--- config.mk ---
export PLATFORM = sky130hd
export DESIGN_NAME = serial_frame_receive
export DESIGN_NICKNAME = d
export VERILOG_FILES = /design/src/rtl/serial_pkg.sv /design/src/rtl/serial_frame_receive.sv
export SDC_FILE = /design/constraint.sdc
export NUM_CORES = 2
export LEC_CHECK = 0
export CORE_ASPECT_RATIO = 1.25
export CORE_MARGIN = 2
export CORE_UTILIZATION = 55
export DETAILED_ROUTE_END_ITERATION = 16
export PLACE_DENSITY_LB_ADDON = 0.12
export SLEW_MARGIN = 10
export SYNTH_ARGS = -nofsm -noshare
export SYNTH_HDL_FRONTEND = slang
export SYNTH_SLANG_ARGS = --single-unit
--- constraint.sdc ---
create_clock -name clk -period 4.15 [get_ports clk]
set_clock_uncertainty 0.05 [all_clocks]
set_input_delay 0.415 -clock clk [delete_from_list [all_inputs] [get_ports clk]]
set_output_delay 0.415 -clock clk [all_outputs]
set_load 0.02 [all_outputs]
--- src/rtl/serial_pkg.sv ---
// Shared definitions for the framed serial receiver: FSM encoding, default sync marker,
// frame checksum step and the saturating 8-bit increment used by the error counters.
package serial_pkg;

  typedef enum logic [1:0] {
    ST_HUNT    = 2'd0,
    ST_PAYLOAD = 2'd1,
    ST_CHECK   = 2'd2
  } state_e;

  localparam logic [7:0] SYNC_BYTE_DEFAULT = 8'hA5;

  function automatic logic [7:0] frame_csum_step(input logic [7:0] csum, input logic [7:0] data);
    return csum ^ data;
  endfunction

  function automatic logic [7:0] sat_inc8(input logic [7:0] v);
    return (v == 8'hFF) ? v : v + 8'd1;
  endfunction

endpackage

--- src/rtl/serial_frame_receive.sv ---
// Hunts for a sync byte, collects PAYLOAD_BYTES bytes, verifies an XOR checksum and commits
// the frame to a stable register with a one-cycle payload_valid pulse (1 clk after last byte).
module serial_frame_receive
  import serial_pkg::*;
#(
  parameter int unsigned PAYLOAD_BYTES  = 64,
  parameter logic [7:0]  SYNC_BYTE      = SYNC_BYTE_DEFAULT,
  parameter bit          CHECK_EN       = 1'b1,
  parameter int unsigned TIMEOUT_CYCLES = 2**20
) (
  input  logic                       clk,
  input  logic                       reset,
  input  logic [7:0]                 rx_data,
  input  logic                       rx_valid,
  output logic [PAYLOAD_BYTES*8-1:0] payload,
  output logic                       payload_valid,
  output logic                       busy,
  output logic [7:0]                 crc_err_count,
  output logic [7:0]                 timeout_err_count
);

  localparam int W  = PAYLOAD_BYTES * 8;
  localparam int CW = $clog2(PAYLOAD_BYTES + 1);
  localparam int TW = (TIMEOUT_CYCLES > 0) ? $clog2(TIMEOUT_CYCLES + 1) : 1;
  localparam bit TMO_EN = (TIMEOUT_CYCLES > 0);
  localparam logic [CW-1:0] LAST_IDX = CW'(PAYLOAD_BYTES - 1);
  localparam logic [TW-1:0] TMO_LAST = TW'((TIMEOUT_CYCLES > 0) ? TIMEOUT_CYCLES - 1 : 0);

  state_e          state_q;
  logic [W-1:0]    buf_q;
  logic [W-1:0]    payload_q;
  logic            payload_valid_q;
  logic [7:0]      csum_q;
  logic [7:0]      crc_err_q;
  logic [7:0]      tmo_err_q;
  logic [CW-1:0]   byte_cnt_q;
  logic [TW-1:0]   timer_q;

  logic [W-1:0]    shifted_d;
  logic [7:0]      csum_d;
  logic            timeout_d;

  // Oldest byte ends up in the MSBs once the whole payload has been shifted in.
  assign shifted_d = W'({buf_q, rx_data});
  assign csum_d    = frame_csum_step(csum_q, rx_data);
  // A byte arriving on the last allowed cycle wins over the timeout.
  assign timeout_d = TMO_EN && (state_q != ST_HUNT) && !rx_valid && (timer_q == TMO_LAST);

  always_ff @(posedge clk) begin
    if (reset) begin
      state_q         <= ST_HUNT;
      buf_q           <= '0;
      payload_q       <= '0;
      payload_valid_q <= 1'b0;
      csum_q          <= 8'h00;
      crc_err_q       <= 8'h00;
      tmo_err_q       <= 8'h00;
      byte_cnt_q      <= '0;
      timer_q         <= '0;
    end else begin
      payload_valid_q <= 1'b0;
      if (timeout_d) begin
        state_q   <= ST_HUNT;
        tmo_err_q <= sat_inc8(tmo_err_q);
      end else begin
        if (state_q != ST_HUNT) begin
          timer_q <= rx_valid ? '0 : timer_q + 1'b1;
        end
        case (state_q)
          ST_HUNT: begin
            if (rx_valid && rx_data == SYNC_BYTE) begin
              state_q    <= ST_PAYLOAD;
              byte_cnt_q <= '0;
              csum_q     <= 8'h00;
              timer_q    <= '0;
            end
          end
          ST_PAYLOAD: begin
            if (rx_valid) begin
              buf_q      <= shifted_d;
              csum_q     <= csum_d;
              byte_cnt_q <= byte_cnt_q + 1'b1;
              if (byte_cnt_q == LAST_IDX) begin
                if (CHECK_EN) begin
                  state_q <= ST_CHECK;
                end else begin
                  payload_q       <= shifted_d;
                  payload_valid_q <= 1'b1;
                  state_q         <= ST_HUNT;
                end
              end
            end
          end
          ST_CHECK: begin
            if (rx_valid) begin
              if (rx_data == csum_q) begin
                payload_q       <= buf_q;
                payload_valid_q <= 1'b1;
              end else begin
                crc_err_q <= sat_inc8(crc_err_q);
              end
              state_q <= ST_HUNT;
            end
          end
          default: state_q <= ST_HUNT;
        endcase
      end
    end
  end

  assign payload           = payload_q;
  assign payload_valid     = payload_valid_q;
  assign busy              = (state_q != ST_HUNT);
  assign crc_err_count     = crc_err_q;
  assign timeout_err_count = tmo_err_q;

endmodule

==> results.py <==
metrics = {
    "status": {
        "status": "completed",
    },
    "worst_setup_path": {
        "arrival_ps": 3310,
        "rr_startpoint": "csum_q[5]",
        "critPathBufInv": 2,
        "cp_max_fo": 84,
        "worstPathRequired_ps": 4600,
        "max_stage_delay_ps": 690,
        "cp.depth": 7,
        "critical_path.top_delay_family": "simple AND/OR/NAND/NOR gates",
        "cp_slowest_cell": "nor4_1",
        "cp-start-kind": "register",
        "end_kind": "register",
        "crit_type": "reg2reg",
        "r2r_slack_ps": 1290,
        "crit_top_cell": "buf_12",
        "crit_chain": "xor2_1, nor4_1, nand3_4, buf_12, buf_12, nand2_1, a21oi_1",
        "worstReg2RegEnd": "payload[34]",
        "r2r_cells": 7,
    },
    "yosys": {
        "yosysWarningCount": 0,
        "synth_seq_area_share_pct": 57.6,
        "synthArstFlopShare_pct": 0,
        "netlist.area_leader.share_pct": 57.6,
        "synth_cell_type_count": 51,
        "syn_avg_cell_area_sq_um": 7.85,
        "synth_area_sq_um": 37500,
        "synthFlopType": "dfxtp_1",
        "synth_edf_count": 0,
        "synth_cells": 4775,
        "synth_seq_cells": 1079,
        "syn-num-nets": 4790,
        "synth_top_cell_by_area": "dfxtp_1",
        "synth_area_leaders": "dfxtp_1 58%, nand2_1 21%, a21oi_1 14%",
    },
    "floorplan": {
        "core_sq_um": 67900,
        "rows": 107,
        "start_util_pct": 55.2,
        "die_y_microns": 296,
        "dieWidth_microns": 238,
        "dieArea_sq_um": 70300,
        "ios": 541,
    },
    "cts": {
        "clk_pin_slew_worst_paths_ps": 60,
        "cts.htree.levels": 3,
        "clock_sinks": 1079,
        "cts_resized": 0,
        "cts-buffers-inserted": 100,
        "cts_max_path_buffers": 3,
        "clkLatencyLatePin_ps": 650,
        "cts_hold_buf": 0,
        "post_cts_buffers": 0,
        "cts_tree": "built",
        "clockRootBuffer": "clkbuf_16",
    },
    "grt": {
        "overflow": 0,
        "grt_usage_pct": 27.8,
        "grt_pass1_vias": 29900,
        "grt_pass1_wl_mm": 159,
        "antenna_found_initial": 0,
        "grt_max_degree": 234,
    },
    "power_and_ir_drop": {
        "cellLeakagePower_nw": 14.9,
        "fin_total_pwr_mw": 19.7,
        "power_density_nw_per_um2": 423,
        "ir_drop_v": 0.000361,
    },
    "timing": {
        "rsz0062_at_grt": "no",
        "max-slew-margin-rel_pct": 27.0,
        "setup_viol": 0,
        "fin_crit_sh_pct": 68.9,
        "period_needed_ps": 2860,
        "fmax_mhz": 350,
        "hold_viol": 0,
        "drv_slew": 0,
        "finalSetupTns_ps": 0,
        "worst_pin_slew_ps": 1090,
    },
    "hold_path": {
        "hp-class": "in2reg",
        "min-delay-start": "reset",
        "holdPathStages": 2,
        "min_to": "payload[435]",
    },
    "drt": {
        "final_antenna_net_count": 0,
        "routed_wl_mm": 102,
        "avgRoutedWirePerCell_microns": 16.9,
        "drt_first_pass_iters": 5,
        "routed_via_density": 5.35,
        "via_count": 32500,
        "drc": 0,
        "first_iter_violations": 2485,
    },
    "layout": {
        "drive_gt1_share_pct": 4.52,
        "nNetsFinal": 5132,
        "final_cell_count_no_fill": 6066,
        "syn2layout_area_growth_pct": 24.4,
        "antenna_cells": 0,
        "utilization_pct": 68.7,
    },
    "flow_run": {
        "drv_cap": 0,
    },
    "placement": {
        "port_buffers": 540,
        "dpl.cell_count": 5887,
        "place.gp.congestion": 0.829,
        "detailed_place_hpwl_mm": 66.0,
    },
}
## Yosys cell counts (all sizes together) (4+ instances only)
cell and n:
nand2 2067, dfxtp 1079, a21oi 1061, clkbuf 299
buf 57, nor3 24, nor2 23, nand3 17
xor2 14, nand4 13, o21ai 11, inv 10
or4 8, a31oi 7, nor4 7, o211a 7
or3 7, and3 6, o31ai 6, ha 4
nand2b 4, o211ai 4
## cells in the final DEF (no fill, tap or decap), types with 8 or more instances in the layout
cell type / n
clkbuf_16: 101
or4_1: 8
clkinv_2: 22
buf_12: 25
dfxtp_1: 1079
nor2_1: 22
xor2_1: 14
nand3_1: 15
clkdlybuf4s50_1: 539
o21ai_0: 11
clkbuf_1: 18
nand4_1: 10
nor3_1: 21
inv_1: 10
clkbuf_8: 24
nand2_1: 2067
a21oi_1: 1061
buf_4: 31
## registers in the layout, indices dropped and copies added, names as in the netlist
register           cells
buf_q                512
payload              512
timer_q               21
crc_err_count          8
csum_q                 8
timeout_err_count      8
byte_cnt_q             7
state_q                2
payload_valid          1
## logic make-up after synthesis
group           Yosys count  share of synthesized area (%)
compound gates         1118                           15.3
xor+xnor                 16                          0.374
fa+ha+maj                 4                          0.133
buf+inv                 366                           3.85
flops                  1079                           57.6
mux                       2                         0.0601
simple gates           2190                           22.7
## metrics by stage
step	area [sq um]	hold slack, ps	setup WS (ps)
finish	46700	188	1290
CTS	46700	214	1390
global route	46700	245	1170
detailed placement	43400	395	792
global placement	43400	389	934
floorplan	37500	382	2160
## worst max-delay path by stage
stage	slack (ps)	end	startpoint
final	1290	payload[34]	csum_q[5]
after global routing	1170	payload[477]	csum_q[0]
after CTS	1390	payload[34]	csum_q[5]
after floorplan	2160	timeout_err_count[3]	timer_q[0]
after global placement	930	payload[92]	rx_data[5]
after detailed placement	790	payload[29]	rx_data[5]
## power by group
part           internal (mW)  total [mW]  switching, mW
logic                 0.0347       0.218          0.184
clock network           5.27        9.17           3.90
registers               10.4        10.4       0.000218
total                   15.7        19.7           4.08
## layer usage
| layer | global-route usage (%) | wire length, microns | vias up |
|---|---|---|---|
| li1 | - | - | 16100 |
| met1 | 35.0 | 42500 | 15300 |
| met2 | 46.0 | 49000 | 848 |
| met3 | 7.23 | 7440 | 166 |
| met4 | 10.7 | 3400 | 0 |
| met5 | 0 | 0 | - |
## cell type report
class                           count  area (sq um)
Clock buffer                      143          2930
Clock inverter                     36           374
Fill cell                        5627         21200
Inverter                           10          37.5
Multi-Input combinational cell   3330         14500
Sequential cell                  1079         21600
Tap cell                          872          1090
Timing Repair Buffer              596          6140
No activity file was read; power rests on OpenSTA's default activity.
